## config.mk

```make
export PLATFORM = sky130hd
export DESIGN_NAME = fsm_stim_player
export DESIGN_NICKNAME = d
export VERILOG_FILES = /design/src/rtl/fsm_test_pkg.sv /design/src/rtl/stim_mem.sv /design/src/rtl/fsm_stim_player.sv
export SDC_FILE = /design/constraint.sdc
export NUM_CORES = 1
export LEC_CHECK = 0
export BUFFER_PORTS_ARGS = -buffer_cell sky130_fd_sc_hd__clkbuf_2
export CAP_MARGIN = 20
export CORE_MARGIN = 2
export CORE_UTILIZATION = 40
export CTS_CLUSTER_SIZE = 12
export DETAILED_ROUTE_END_ITERATION = 10
export SLEW_MARGIN = 40
export SYNTH_ARGS = -nofsm -noshare
export SYNTH_HDL_FRONTEND = slang
export SYNTH_SLANG_ARGS = --single-unit
export TNS_END_PERCENT = 100
```

## constraint.sdc

```tcl
create_clock -name clk -period 6.4 [get_ports clk]
set_clock_uncertainty 0.1 [all_clocks]
set_input_delay 0.64 -clock clk [delete_from_list [all_inputs] [get_ports clk]]
set_output_delay 0.64 -clock clk [all_outputs]
set_load 0.05 [all_outputs]
```

## src/rtl/fsm_test_pkg.sv

```systemverilog
// Shared types for the FSM stimulus player.
//   player_state_e : sequencer states of fsm_stim_player
//   entry_t        : one sequence entry {sw, exp_out, exp_state}
//   SW_W / ST_W    : switch width driven to the FSM / FSM state width checked
package fsm_test_pkg;

   localparam int SW_W = 2;
   localparam int ST_W = 3;

   typedef enum logic [2:0] {
      S_IDLE,
      S_DRIVE,
      S_STEP,
      S_CHECK,
      S_WAIT,
      S_DONE
   } player_state_e;

   typedef struct packed {
      logic [SW_W-1:0] sw;
      logic            exp_out;
      logic [ST_W-1:0] exp_state;
   } entry_t;

endpackage

```

## src/rtl/stim_mem.sv

```systemverilog
// Sequence memory: DEPTH x entry_t register array, one synchronous write
// port and one asynchronous read port. Contents are deliberately not reset
// so a loaded sequence survives a reset of the player.
//   clk    : rising-edge clock
//   we     : write enable
//   waddr  : write index
//   wdata  : entry to write
//   raddr  : read index
//   rdata  : entry at raddr (combinational)
module stim_mem
   import fsm_test_pkg::*;
#(
   parameter int DEPTH = 16,
   parameter int AW    = $clog2(DEPTH)
) (
   input  logic          clk,
   input  logic          we,
   input  logic [AW-1:0] waddr,
   input  entry_t        wdata,
   input  logic [AW-1:0] raddr,
   output entry_t        rdata
);

   entry_t mem_q [DEPTH];

   always_ff @(posedge clk) begin
      if (we) mem_q[waddr] <= wdata;
   end

   assign rdata = mem_q[raddr];

endmodule

```

## src/rtl/fsm_stim_player.sv

```systemverilog
// Plays a preloaded sequence of switch values into a small Moore FSM, one
// ctrl_out step pulse per entry, and checks the FSM's registered out/state
// after each step.
//
//   state   | meaning
//   --------+-----------------------------------------------------------
//   S_IDLE  | after reset, waiting for start
//   S_DRIVE | setup cycle: sw_out loaded from mem[idx], pulse armed
//   S_STEP  | ctrl_out high for exactly this cycle
//   S_CHECK | compare dut_out/dut_state against mem[idx] expectations
//   S_WAIT  | GAP idle cycles before the next entry
//   S_DONE  | run finished, done high, sw_out holds last value
//
// Ports:
//   clk, reset            : clock, async active-high reset
//   cfg_we/addr/sw/exp_*  : sequence entry write (ignored while busy)
//   seq_len               : entries to play, clamped to DEPTH
//   start                 : begin playback (IDLE/DONE only)
//   sw_out, ctrl_out      : drive to FSM sw_in / ctrl_in
//   dut_out, dut_state    : FSM registered outputs being checked
//   busy, done            : run status
//   err_cnt, err_valid, first_err : mismatch statistics of current run
module fsm_stim_player
   import fsm_test_pkg::*;
#(
   parameter int DEPTH = 16,
   parameter int GAP   = 2,
   localparam int AW   = $clog2(DEPTH)
) (
   input  logic            clk,
   input  logic            reset,
   input  logic            cfg_we,
   input  logic [AW-1:0]   cfg_addr,
   input  logic [SW_W-1:0] cfg_sw,
   input  logic            cfg_exp_out,
   input  logic [ST_W-1:0] cfg_exp_state,
   input  logic [AW:0]     seq_len,
   input  logic            start,
   output logic [SW_W-1:0] sw_out,
   output logic            ctrl_out,
   input  logic            dut_out,
   input  logic [ST_W-1:0] dut_state,
   output logic            busy,
   output logic            done,
   output logic [AW:0]     err_cnt,
   output logic            err_valid,
   output logic [AW-1:0]   first_err
);

   localparam int LW     = AW + 1;
   localparam int GW     = (GAP > 0) ? $clog2(GAP + 1) : 1;
   localparam int GAP_M1 = (GAP > 0) ? GAP - 1 : 0;

   player_state_e   state_q, state_d;
   logic [AW-1:0]   idx_q, idx_d;
   logic [LW-1:0]   len_q, len_d;
   logic [GW-1:0]   gap_q, gap_d;
   logic [SW_W-1:0] sw_q, sw_d;
   logic            ctrl_q, ctrl_d;
   logic            busy_q, busy_d;
   logic            done_q, done_d;
   logic [LW-1:0]   err_cnt_q, err_cnt_d;
   logic            err_valid_q, err_valid_d;
   logic [AW-1:0]   first_err_q, first_err_d;

   entry_t          rd_entry;
   entry_t          wr_entry;
   logic [LW-1:0]   len_clamped;
   logic            next_dec;
   logic            last_entry;

   assign wr_entry = '{sw: cfg_sw, exp_out: cfg_exp_out, exp_state: cfg_exp_state};

   // Memory is frozen for the whole run so the played sequence is stable.
   stim_mem #(.DEPTH(DEPTH), .AW(AW)) u_mem (
      .clk   (clk),
      .we    (cfg_we && !busy_q),
      .waddr (cfg_addr),
      .wdata (wr_entry),
      .raddr (idx_q),
      .rdata (rd_entry)
   );

   assign len_clamped = (seq_len > LW'(DEPTH)) ? LW'(DEPTH) : seq_len;
   assign last_entry  = ({1'b0, idx_q} == (len_q - LW'(1)));

   always_comb begin
      state_d     = state_q;
      idx_d       = idx_q;
      len_d       = len_q;
      gap_d       = gap_q;
      sw_d        = sw_q;
      ctrl_d      = 1'b0;
      busy_d      = busy_q;
      done_d      = done_q;
      err_cnt_d   = err_cnt_q;
      err_valid_d = err_valid_q;
      first_err_d = first_err_q;
      next_dec    = 1'b0;

      case (state_q)
         S_IDLE, S_DONE: begin
            if (start) begin
               len_d       = len_clamped;
               err_cnt_d   = '0;
               err_valid_d = 1'b0;
               first_err_d = '0;
               done_d      = 1'b0;
               if (len_clamped == '0) begin
                  state_d = S_DONE;
                  done_d  = 1'b1;
               end else begin
                  idx_d   = '0;
                  busy_d  = 1'b1;
                  state_d = S_DRIVE;
               end
            end
         end
         S_DRIVE: begin
            sw_d    = rd_entry.sw;
            ctrl_d  = 1'b1;
            state_d = S_STEP;
         end
         S_STEP: begin
            state_d = S_CHECK;
         end
         S_CHECK: begin
            if ((dut_out != rd_entry.exp_out) || (dut_state != rd_entry.exp_state)) begin
               err_cnt_d = err_cnt_q + LW'(1);
               if (!err_valid_q) begin
                  err_valid_d = 1'b1;
                  first_err_d = idx_q;
               end
            end
            if (GAP > 0) begin
               gap_d   = GW'(GAP_M1);
               state_d = S_WAIT;
            end else begin
               next_dec = 1'b1;
            end
         end
         S_WAIT: begin
            if (gap_q == '0) next_dec = 1'b1;
            else             gap_d    = gap_q - GW'(1);
         end
         default: state_d = S_IDLE;
      endcase

      if (next_dec) begin
         if (last_entry) begin
            state_d = S_DONE;
            busy_d  = 1'b0;
            done_d  = 1'b1;
         end else begin
            idx_d   = idx_q + AW'(1);
            state_d = S_DRIVE;
         end
      end
   end

   always_ff @(posedge clk or posedge reset) begin
      if (reset) begin
         state_q     <= S_IDLE;
         idx_q       <= '0;
         len_q       <= '0;
         gap_q       <= '0;
         sw_q        <= '0;
         ctrl_q      <= 1'b0;
         busy_q      <= 1'b0;
         done_q      <= 1'b0;
         err_cnt_q   <= '0;
         err_valid_q <= 1'b0;
         first_err_q <= '0;
      end else begin
         state_q     <= state_d;
         idx_q       <= idx_d;
         len_q       <= len_d;
         gap_q       <= gap_d;
         sw_q        <= sw_d;
         ctrl_q      <= ctrl_d;
         busy_q      <= busy_d;
         done_q      <= done_d;
         err_cnt_q   <= err_cnt_d;
         err_valid_q <= err_valid_d;
         first_err_q <= first_err_d;
      end
   end

   assign sw_out    = sw_q;
   assign ctrl_out  = ctrl_q;
   assign busy      = busy_q;
   assign done      = done_q;
   assign err_cnt   = err_cnt_q;
   assign err_valid = err_valid_q;
   assign first_err = first_err_q;

endmodule
```

==> reports/metrics.cfg <==
[die]
die_w_um=121.9
core_region_area_sq_um=13720
dieHeight_um=121.9
rows=43
ios=38
start_util_pct=40.56
die_area_sq_um=14870

[grt]
grt_pass1_vias=3332
grt_start_max_net_pins=39
grt_pass1_wl_um=18550
antenna_found_initial=0
gr-total-overflow=0
groute.usage.overall_pct=17.30

[synth]
ys_types=69
yosysWarnings=0
syn_nets=404
postSynthAreaPerCell_sq_um=14.76
synth_top_flop_cell=edfxtp_1
synth-seq-cells=125
synthArstFlopShare_pct=23.20
ys_seq_area_share_pct=64.85
netlist_area_sq_um=5564
synth_edf_count=96
netlist_instances=377

[critical_path]
crit_end=err_cnt[4]
setup.worst_path.start=idx_q[0]
r2r-start=idx_q[0]
worstSetupPathType=register to register
crit_required_ps=6600
critPathMaxFanout=38
reg2reg_depth=7
rrSetupSlack_ps=3410
r2r_end=err_cnt[4]
crit_path_end_kind=register
start_kind=register
cp.arrival_ps=3190

[drt]
firstDrtPassIters=5
drt_iter0_drc=248
num_vias=3351
vias_per_cell=5.467
wl_per_cell_um=19.18
wl_um=11760
post-route-drc-count=0
drtAntennaViolNets=0

[clocking]
clk_pin_slew_ps=60
cts.sinks=125
clkLatencyLatePin_ps=420
cts_buffers=17
tritoncts=done
cts_hold_buf=0
cts_resized=0
post_cts_buffers=0
root_buffer=clkbuf_16
cts_htree_levels=4
clk_path_buf_depth=2

[sta]
timing.final.crit_period_ps=2985
worst_pin_slew_ps=753.9
rsz0062_at_grt=no
setup_viol=0
finalSetupTns_ps=0
clock.fmax_mhz=335.0
final-hold-violation-count=0
maxSlewHeadroom_pct=49.74
drv_slew=0
whs_ps=178.7
fin_crit_sh_pct=46.65

[finish]
nNetsFinal=447
drive_gt1_share_pct=22.63
syn_to_final_growth_pct=16.55
diodes=0
final_util_pct=47.27
fillCellCount=1196

[status]
status=finished clean

[pwr]
power_mw=2.521
power.leakage_nw=2.291
peakVddDrop_mv=0.1908
power.density_nw_per_um2=388.7

[placed_design]
dp_hpwl_um=8007
io_buffers=37
routabilityCongestion=0.7939

[hold_path]
hold_path_class=primary input to async pin

[job]
drv_cap=0

[cells in the mapped netlist, types with 2 or more instances]
cell type   n  area [sq um]
a21o_1      2         15.01
a21oi_1     6         30.03
a221o_1     4         40.04
a22o_1      2         17.52
a311oi_1    2         17.52
and2_1      2         12.51
and4_1      2         17.52
buf_2       3         15.01
buf_6       2         22.52
clkbuf_1    8         30.03
dfrtp_1    29         725.7
edfxtp_1   96          2883
ha_1        4         50.05
inv_1      18         67.56
mux2_2      3         33.78
mux2i_1    25         250.2
mux4_1      7         183.9
mux4_2     11         247.7
nand2_1    20         75.07
nand2b_1    4         25.02
nand3_1     8         40.04
nand3b_1    4         30.03
nor2_1     32         120.1
nor2b_1     6         37.54
nor3_1      8         40.04
o211ai_1    3         22.52
o21a_1      2         15.01
o21ai_0    12         60.06
o21ai_1     2         10.01
o22a_1      2         17.52
o22ai_1     2         12.51
o31ai_1     2         15.01
or2_2       2         12.51
or3_1       2         12.51
xnor2_1     5         43.79
xor2_1      2         17.52
[flip-flops by register name, summed over array words and instances, names as in the netlist, 2 cells and up]
register / count
sw_out: 2
err_cnt: 5
u_mem.mem_q: 96
gap_q: 2
len_q: 5
state_q: 3
idx_q: 4
first_err: 4
[critical path, cell delays in order, from the launching register on]
cell and delay, ps:
dfrtp_4 830, mux4_1 650, mux2i_1 160, mux2i_1 120, xor2_1 200, nor3_2 310, nand2_1 130, a221o_1 330
[cell families after synthesis]
group,after synthesis,synth area share (%)
fa+ha+maj,4,0.8995
xor+xnor,7,1.102
simple gates,99,8.905
compound gates,62,8.321
buf+inv,33,2.856
flops,125,64.85
mux,47,13.07
[layout make-up]
| cell class | count | area [sq um] | area share, % |
|---|---|---|---|
| sequential | 125 | 3612 | 55.70 |
| multi-input combinational | 219 | 1821 | 28.07 |
| clock buffer | 18 | 429.2 | 6.618 |
| tap | 180 | 225.2 | 3.473 |
| timing repair buffer | 38 | 192.7 | 2.971 |
| clock inverter | 14 | 133.9 | 2.064 |
| inverter | 19 | 71.32 | 1.100 |
[power breakdown]
part,switching (mW),internal [mW]
sequential,0.112,0.934
clock,0.380,0.542
combinational,0.319,0.233
total,0.811,1.71
[routing by layer]
layer,up-vias,GRT usage [%],share of wire (%)
li1,1555,-,-
met1,1685,23.72,46
met2,97,25.94,47
met3,14,5.946,6.4
met4,0,5.603,1.1
met5,-,0,0
[layout by cell type (no fill, tap or decap), types with 5 or more instances in the layout]
cell / netlist / layout
a21oi_1: 6 / 5
clkbuf_16: 0 / 17
clkbuf_2: 0 / 37
dfrtp_1: 29 / 28
edfxtp_1: 96 / 96
inv_1: 18 / 17
inv_6: 0 / 7
mux2i_1: 25 / 25
mux4_1: 7 / 7
mux4_2: 11 / 11
nand2_1: 20 / 20
nand3_1: 8 / 8
nor2_1: 32 / 32
nor2b_1: 6 / 6
nor3_2: 1 / 5
o21ai_0: 12 / 12
xnor2_1: 5 / 5
[metrics by stage]
step	instance area [sq um]	std cells	worst slack [ps]
after global placement	5896	581	3137
after floorplan	5564	377	3952
after detailed placement	5918	581	3391
after CTS	6481	613	3398
after global routing	6485	613	3190
final	6485	613	3415
[worst min path at each step]
stage                    to  slack (ps)
2_1_floorplan      len_q[4]         410
3_3_place_gp   first_err[1]         390
3_5_place_dp           done         400
4_1_cts          err_cnt[4]         190
5_1_grt        first_err[2]         230
6_report       first_err[2]         180
(Power assumes the default switching activity.)
